File: config.mk
export PLATFORM = sky130hd
export DESIGN_NAME = lanectrl_pause_scheduler
export DESIGN_NICKNAME = d
export VERILOG_FILES = /design/src/rtl/lanectrl_pause_pkg.sv /design/src/rtl/lanectrl_rr_arbiter.sv /design/src/rtl/lanectrl_pause_scheduler.sv
export SDC_FILE = /design/constraint.sdc
export NUM_CORES = 1
export LEC_CHECK = 0
export CORE_MARGIN = 5
export CORE_UTILIZATION = 50
export DETAILED_ROUTE_END_ITERATION = 12
export GPL_ROUTABILITY_DRIVEN = 0
export GPL_TIMING_DRIVEN = 1
export PLACE_DENSITY_LB_ADDON = 0.15
export SLEW_MARGIN = 5
export SYNTH_ARGS = -nofsm -noshare
export SYNTH_HDL_FRONTEND = slang
export SYNTH_SLANG_ARGS = --single-unit
File: constraint.sdc
create_clock -name CLK -period 2.18 [get_ports CLK]
set_input_delay 0.218 -clock CLK [delete_from_list [all_inputs] [get_ports CLK]]
set_output_delay 0.218 -clock CLK [all_outputs]
set_load 0.03 [all_outputs]
File: src/rtl/lanectrl_pause_pkg.sv
// Shared types and defaults for the lane HS clock pause scheduler.
package lanectrl_pause_pkg;

  typedef enum logic [2:0] {
    IDLE,
    PRE,
    GRANT,
    POST,
    GAP
  } state_e;

  localparam int DEF_PRE_CYCLES     = 2;
  localparam int DEF_MIN_CYCLES     = 4;
  localparam int DEF_POST_CYCLES    = 2;
  localparam int DEF_TIMEOUT_CYCLES = 64;
  localparam int DEF_CNT_W          = 7;

  function automatic bit cnt_w_ok(
    input int cnt_w,
    input int tmo,
    input int pre,
    input int post
  );
    int m;
    m = tmo;
    if (pre > m) m = pre;
    if (post > m) m = post;
    return (cnt_w < 31) && ((1 << cnt_w) > m);
  endfunction

endpackage

File: src/rtl/lanectrl_rr_arbiter.sv
// Combinational round-robin pick: first request at or after ptr,
// wrapping from the top requester back to zero.
module lanectrl_rr_arbiter #(
  parameter int N  = 4,
  parameter int IW = $clog2(N)
) (
  input  logic [N-1:0]  req,
  input  logic [IW-1:0] ptr,
  output logic [N-1:0]  gnt,
  output logic [IW-1:0] idx,
  output logic          valid
);

  always_comb begin
    int j;
    j     = 0;
    gnt   = '0;
    idx   = '0;
    valid = 1'b0;
    for (int i = 0; i < N; i++) begin
      j = int'(ptr) + i;
      if (j >= N) j = j - N;
      if (!valid && req[j]) begin
        valid  = 1'b1;
        idx    = IW'(j);
        gnt[j] = 1'b1;
      end
    end
  end

endmodule

File: src/rtl/lanectrl_pause_scheduler.sv
// Arbitrates HS_IO_CLK_PAUSE sessions with pre/hold/post guard
// windows and a pause-low gap between sessions.
module lanectrl_pause_scheduler
  import lanectrl_pause_pkg::*;
#(
  parameter int NUM_REQ        = 4,
  parameter int PRE_CYCLES     = DEF_PRE_CYCLES,
  parameter int MIN_CYCLES     = DEF_MIN_CYCLES,
  parameter int POST_CYCLES    = DEF_POST_CYCLES,
  parameter int TIMEOUT_CYCLES = DEF_TIMEOUT_CYCLES,
  parameter int CNT_W          = DEF_CNT_W
) (
  input  logic                       CLK,
  input  logic                       RESETN,
  input  logic [NUM_REQ-1:0]         REQ,
  input  logic [NUM_REQ-1:0]         DONE,
  output logic [NUM_REQ-1:0]         GNT,
  output logic                       HS_IO_CLK_PAUSE,
  output logic                       BUSY,
  output logic                       TIMEOUT,
  output logic [$clog2(NUM_REQ)-1:0] GNT_ID
);

  localparam int IW = $clog2(NUM_REQ);

  if (!cnt_w_ok(CNT_W, TIMEOUT_CYCLES, PRE_CYCLES, POST_CYCLES))
  begin : g_cnt_w_chk
    $error("CNT_W too narrow for guard/timeout counts");
  end

  state_e             state_q, state_d;
  logic [CNT_W-1:0]   cnt_q, cnt_d;
  logic [CNT_W-1:0]   hold_q, hold_d;
  logic [IW-1:0]      ptr_q, ptr_d;
  logic [IW-1:0]      win_q, win_d;
  logic [NUM_REQ-1:0] sel_q, sel_d;
  logic [NUM_REQ-1:0] gnt_q, gnt_d;
  logic               pause_q, pause_d;
  logic               busy_q, busy_d;
  logic               tmo_q, tmo_d;
  logic               seen_q, seen_d;

  logic [NUM_REQ-1:0] arb_gnt;
  logic [IW-1:0]      arb_idx;
  logic               arb_valid;
  logic               rel;
  logic               min_ok;
  logic               hit_to;
  logic [IW-1:0]      ptr_nxt;

  lanectrl_rr_arbiter #(
    .N  (NUM_REQ),
    .IW (IW)
  ) u_arb (
    .req   (REQ),
    .ptr   (ptr_q),
    .gnt   (arb_gnt),
    .idx   (arb_idx),
    .valid (arb_valid)
  );

  // Only the latched winner's REQ/DONE bits can end a session.
  assign rel     = ~|(REQ & sel_q) | (|(DONE & sel_q)) | seen_q;
  assign min_ok  = hold_q >= CNT_W'(MIN_CYCLES);
  assign hit_to  = hold_q >= CNT_W'(TIMEOUT_CYCLES);
  assign ptr_nxt = (win_q == IW'(NUM_REQ - 1)) ? '0 : win_q + IW'(1);

  always_comb begin
    state_d = state_q;
    cnt_d   = cnt_q;
    hold_d  = hold_q;
    ptr_d   = ptr_q;
    win_d   = win_q;
    sel_d   = sel_q;
    gnt_d   = gnt_q;
    pause_d = pause_q;
    seen_d  = seen_q;
    tmo_d   = 1'b0;
    unique case (state_q)
      IDLE: begin
        if (arb_valid) begin
          state_d = PRE;
          win_d   = arb_idx;
          sel_d   = arb_gnt;
          cnt_d   = CNT_W'(PRE_CYCLES - 1);
          pause_d = 1'b1;
        end
      end
      PRE: begin
        if (cnt_q == '0) begin
          state_d = GRANT;
          gnt_d   = sel_q;
          hold_d  = CNT_W'(1);
          seen_d  = 1'b0;
        end else begin
          cnt_d = cnt_q - CNT_W'(1);
        end
      end
      GRANT: begin
        if (|(DONE & sel_q)) seen_d = 1'b1;
        if (hit_to || (rel && min_ok)) begin
          state_d = POST;
          gnt_d   = '0;
          cnt_d   = CNT_W'(POST_CYCLES - 1);
          tmo_d   = hit_to;
          ptr_d   = ptr_nxt;
        end else begin
          hold_d = hold_q + CNT_W'(1);
        end
      end
      POST: begin
        if (cnt_q == '0) begin
          state_d = GAP;
          pause_d = 1'b0;
        end else begin
          cnt_d = cnt_q - CNT_W'(1);
        end
      end
      GAP:     state_d = IDLE;
      default: state_d = IDLE;
    endcase
    busy_d = (state_d != IDLE);
  end

  always_ff @(posedge CLK or negedge RESETN) begin
    if (!RESETN) begin
      state_q <= IDLE;
      cnt_q   <= '0;
      hold_q  <= '0;
      ptr_q   <= '0;
      win_q   <= '0;
      sel_q   <= '0;
      gnt_q   <= '0;
      pause_q <= 1'b0;
      busy_q  <= 1'b0;
      tmo_q   <= 1'b0;
      seen_q  <= 1'b0;
    end else begin
      state_q <= state_d;
      cnt_q   <= cnt_d;
      hold_q  <= hold_d;
      ptr_q   <= ptr_d;
      win_q   <= win_d;
      sel_q   <= sel_d;
      gnt_q   <= gnt_d;
      pause_q <= pause_d;
      busy_q  <= busy_d;
      tmo_q   <= tmo_d;
      seen_q  <= seen_d;
    end
  end

  assign GNT             = gnt_q;
  assign HS_IO_CLK_PAUSE = pause_q;
  assign BUSY            = busy_q;
  assign TIMEOUT         = tmo_q;
  assign GNT_ID          = win_q;

endmodule

# Word-level counts from Yosys, hierarchy flattened
# Cells that the tools add are included.
[classes] n_addsub=10 magnitude_cmp=14 eq_ne=11 n_mux=59 bitwise_logic=7 reduce_logical=29
[op_table] operator="32-bit by 1-bit >= comparator with 1-bit output, second input constant" count=4
[op_table] operator="32-bit by 4-bit < comparator with 1-bit output, second input constant" count=4
[op_table] operator="32-bit two-way mux" count=4
[op_table] operator="32-bit by 4-bit >= comparator with 1-bit output, second input constant" count=3
[op_table] operator="32-bit by 4-bit subtractor with 32-bit output, second input constant" count=3
[op_table] operator="7-bit two-way mux" count=5
[op_table] operator="4-bit two-way mux" count=6
[op_table] operator="1-bit two-way mux" count=21
[op_table] operator="7-bit one-hot mux with 3 select lines" count=1
[op_table] operator="2-bit inequality test, second input constant" count=7
[op_table] operator="7-bit one-hot mux with 2 select lines" count=1
[op_table] operator="3-bit two-way mux" count=4
[op_table] operator="4-bit bitwise OR" count=3
[op_table] operator="3-bit one-hot mux with 4 select lines" count=1
[op_table] operator="3-bit AND reduction" count=4
[op_table] operator="2-bit two-way mux" count=5
[op_table] operator="4-bit bitwise AND" count=2
[op_table] operator="1-bit binary-select mux with 2-bit select" count=4
[op_table] operator="1-bit demux with 2-bit select" count=4
[op_table] operator="1-bit logical AND" count=8
[op_table] operator="4-bit one-hot mux with 2 select lines" count=1
[op_table] operator="4-bit OR reduction" count=2
[op_table] operator="7-bit by 1-bit adder with 7-bit output, second input constant" count=1
[op_table] operator="7-bit by 3-bit >= comparator with 1-bit output, second input constant" count=1
[op_table] operator="21 further kinds" count=31
[word_totals] ff_bits=33 in_bits=10 out_inout_bits=9 word_cells=141

# Longest topological paths before layout
[logic_depth] depth_word=18 mapped_depth=8 depth_no_buf=7

# Modules after synthesis
# Synthesis repeated with hierarchy kept, for this count alone.
[hier_totals] hier_cells=206 hier_area_um2=2102.0
[modules_own_cells] module="lanectrl_pause_scheduler" n_inst=1 cells_per_inst=158 area_each_um2=1641.6
[modules_own_cells] module="lanectrl_rr_arbiter" n_inst=1 cells_per_inst=48 area_each_um2=460.4

# Worst setup path before layout
# Ideal clock, no wire load.
[synth_path] path_kind="flip-flop to flip-flop" start="reg ptr_q[0]" end="reg win_q[0] (netlist: GNT_ID[0])" setup_ns=0.122 arrival_time_ns=2.208 required_ns=2.058 setup_slack_ns=-0.150 stages_incl_launch_ff=7 n_path_buf=1 synth_period_minus_slack_ns=2.330 path_cell_list="dfrtp_1 > buf_2 > inv_1 > ha_1 > mux4_2 > or3b_2 > a32o_1"
[synth_via] elab_chain_cells=16
[synth_rtl] item="start, declared" line_no="lanectrl_pause_scheduler.sv:34" rtl="logic [IW-1:0] ptr_q, ptr_d;"
[synth_rtl] item="start signal, assigned" line_no="lanectrl_pause_scheduler.sv:142" rtl="ptr_q <= ptr_d;"
[synth_rtl] item="parallel branches: the longest is 16 deep, another holds 32-bit by 4-bit subtractor with 32-bit output"
[synth_rtl] item="end signal, assigned" line_no="lanectrl_pause_scheduler.sv:143" rtl="win_q <= win_d;"
[synth_rtl] item="end, declared" line_no="lanectrl_pause_scheduler.sv:35" rtl="logic [IW-1:0] win_q, win_d;"
# Parallel ways; which one is timed is not known. The select of a mux whose other input is x is not followed.
# A chain may end at the register's enable or synchronous reset.

# Final worst setup path
# Same ends and word-level chain as after synthesis.

==> results.txt <==
----------------------------------------------------
[Flow run]
  Number of max-capacitance violations reported ... 0

[Placed design]
  Minimum setup slack after placement ... -0.05522 ns
  Number of port buffers ... 18
  Placed wire-length estimate after detailed placement ... 3.635 mm

[Finish]
  Area growth from synthesis to layout ... 25.79%
  Inserted Diodes ... 0
  Fill cell instance count of the final layout ... 334
  Layout cell share with drive strength beyond 1 ... 22.81%
  Final layout net count ... 284
  Share of the core filled with cells ... 65.75%

[Route]
  Total number of vias ... 1791
  Number of search-and-repair iterations in the first detailed-routing pass ... 4
  Routed wire length ... 4.878 mm
  Wire per inst ... 15.58 um
  Antenna violation net count after detailed routing ... 0
  Violation count after the first detailed-route iteration ... 72
  DRC violations left ... 0
  Via density ... 5.722

[Pwr]
  Part of the total power dissipated in the clock network ... 13.4%
  Pwr dens ... 1450 nW/um2
  Total chip power ... 3.840 mW
  Maximum VDD drop ... 0.7625 mV
  Sw frac ... 42.27%
  Fraction of power consumed by combinational cells ... 58.9%
  Seq pwr share ... 27.7%
  P_int ... 2.217 mW
  Sw Pwr ... 1.623 mW
  Leakage dissipation ... 1.195 nW

[Setup path]
  Startpoint of the worst-slack reg-to-reg timing path ... ptr_q[0]
  Worst Path Class, Setup ... reg2reg
  R2R setup slack ... 0.1 ns
  Type of destination of the critical path ... register
  Worst-path maximum fanout ... 6
  Critical path destination ... GNT_ID[0]
  Data arrival at the endpoint of the critical path ... 2.31 ns
  Reg2reg end ... GNT_ID[0]
  Launching element of the worst setup path ... ptr_q[0]
  Required time worst endpoint ... 2.41 ns
  Worst R2R Path Depth ... 7
  Nature of the critical path startpoint ... register

[STA]
  Tightest hold margin ... 0.3431 ns
  Largest clock skew in the final design ... 0.006755 ns
  Unrepaired setup endpoints after global routing ... no
  Final Max Tran Viols ... 0
  Hold Fails Final Rpt ... 0
  Slew margin rel. ... 66.19%
  Final clock period utilization by the worst path ... 95.46%
  Final worst slack ... 0.09894 ns
  Total setup violations reported at the end of the flow ... 0
  Tightest Pin Transition ... 0.5001 ns
  Timing-limited maximum frequency ... 0.4805 GHz
  Shortest clock period the worst path allows after layout ... 2.081 ns

[Floorplanning]
  I/O pin cnt ... 19
  Number of placement rows ... 23
  Die width ... 74.90 um
  Area of the die ... 5609 um2
  Die boundary height ... 74.90 um
  Core region area ... 4029 um2
  Effective utilization at floorplan ... 52.27%

[Synth]
  Share of flip-flops with an asynchronous set or reset ... 100.0%
  Net count after synthesis ... 240
  Avg Cell Area, Syn ... 9.659 um2
  Synth Register Bits ... 33
  Post-synth EDFFs ... 0
  Synthesis Warnings ... 0
  Netlist area before placement ... 2106 um2
  Syn Inst Count ... 218
  Share of the yosys chip area belonging to registers ... 39.22%
  Main synth FF type ... dfrtp_1
  Count of cell types in the netlist ... 52

[Run status]
  Outcome ... finished clean

[Clock tree]
  Clock Tree Buf Depth ... 2
  TritonCTS Buffers ... 5
  Clock slew at reported path FFs ... 0.07 ns
  Count of H-tree levels built during CTS ... 2
  # hold bufs at CTS ... 0
  Clock tree from TritonCTS ... built
  Root cell of the clock tree ... clkbuf_8
  Clock latency reported for the late side of the worst-skew pair ... 0.29 ns
  Total number of clock tree sinks ... 33

[GRT]
  Global-route wire length before repair ... 8.328 mm
  Vias in the first global route ... 1778
  Residual overflow from global routing ... 0
  Antenna violations before repair ... 0
  Largest net degree at the start of global routing ... 34
  GRT Total Usage ... 19.87%

[Worst hold path]
  Tightest Hold Check Type ... in2async

----------------------------------------------------
[layout by cell type (no fill, tap or decap), drive strengths merged, types with 5 or more instances in the layout]
master,instances
dfrtp,33
nand2,14
a22o,11
inv,12
mux2i,8
buf,28
clkbuf,7
nor2,26
a21oi,12
nand3,5
nor3,8
ha,12
o21ai,7
clkdlybuf4s50,18
[routing by layer]
metal  GRT usage (%)  vias to the layer above  wire length, um  share of wire (%)
li1                -                      881                -                  -
met4           8.498                        0               87                1.8
met2           32.98                       32             2466                 51
met5               0                        -                0                  0
met1           25.38                      868             2186                 45
met3           3.605                       10              138                2.8
[kinds of logic (layout without fill, tap and decap cells)]
| family | after synthesis | after routing | synth area share [%] |
|---|---|---|---|
| and+or+nand+nor | 77 | 77 | 20.62 |
| AOI/OAI and AO/OA | 57 | 57 | 19.61 |
| DFF | 33 | 33 | 39.22 |
| buffers and inverters | 22 | 67 | 4.338 |
| adders and majority gates | 12 | 12 | 7.130 |
| muxes | 12 | 12 | 7.011 |
| xor gates and xnor gates | 5 | 5 | 2.080 |
[synthesized netlist by cell type, drive strengths merged (3+ instances only)]
master   instances  area (um2)
a22oi            3       22.52
nand3            5       25.02
o21ai            7       35.03
nand2b           3       18.77
o2bb2ai          3       26.28
xnor2            4       35.03
nor3             8       62.56
nand2           14       52.55
clkbuf           7       26.28
dfrtp           33       825.8
nor2            26       100.1
a21oi           12       60.06
nor2b            4       25.02
mux2i            8       80.08
nor4             4       25.02
or3              3       26.27
ha              12       150.1
a31oi            3       18.77
a22o            11       102.6
inv             13       48.80
[stage by stage]
stage / instance area [um2] / instances / TNS (ns)
2_1_floorplan: 2132 / 218 / -0.02128
3_3_place_gp: 2535 / 304 / -0.006867
3_5_place_dp: 2535 / 304 / -0.1370
4_1_cts: 2636 / 312 / 0
5_1_grt: 2649 / 313 / 0
6_report: 2649 / 313 / 0
[state kept, by name, summed over array words and instances, names as in the netlist]
| name | flops |
|---|---|
| state_q | 3 |
| GNT_ID | 2 |
| ptr_q | 2 |
| TIMEOUT | 1 |
| seen_q | 1 |
| GNT | 4 |
| hold_q | 7 |
| BUSY | 1 |
| sel_q | 4 |
| HS_IO_CLK_PAUSE | 1 |
| cnt_q | 7 |
[layout make-up]
cell class | instances | area, um2 | share of cell area [%]
tap | 50 | 62.56 | 2.362
timing repair buffer | 46 | 390.4 | 14.74
clock inverter | 1 | 5.005 | 0.1889
clock buffer | 7 | 96.34 | 3.637
multi-input combinational | 163 | 1216 | 45.91
inverter | 13 | 52.55 | 1.984
sequential | 33 | 825.8 | 31.18
[critical path: stages, from the launching register on]
cell       delay [ns]
dfrtp_1          0.40
buf_4            0.15
or3b_2           0.43
a2111oi_0        0.43
buf_4            0.19
a211o_2          0.16
a211o_1          0.12
a32o_1           0.14
[power groups by stage]
stage	sequential, mW	clock, mW	combinational [mW]
2_1_floorplan	1.17	0	1.42
3_3_place_gp	1.08	0	2.18
3_5_place_dp	1.09	0	2.22
4_1_cts	1.07	0.521	2.23
5_1_grt	1.10	0.543	2.51
6_report	1.06	0.514	2.26
[worst min path at each step]
stage	start	end	slack [ns]	cells after the start
after global placement	HS_IO_CLK_PAUSE	HS_IO_CLK_PAUSE	0.46	2
final	RESETN	hold_q[5]	0.34	2
after floorplan	RESETN	BUSY	-0.08	0
after global routing	RESETN	cnt_q[0]	0.38	2
after CTS	RESETN	hold_q[5]	0.35	2
after detailed placement	HS_IO_CLK_PAUSE	HS_IO_CLK_PAUSE	0.47	2
[timing repair]
| item | in CTS | in global routing |
|---|---|---|
| endpoints found under the setup margin | 0 | 6 |
| gates resized for setup | 0 | 2 |
| setup buffers | 0 | 1 |
| hold endpoints to repair | 0 | 0 |
(Power assumes the default switching activity.)
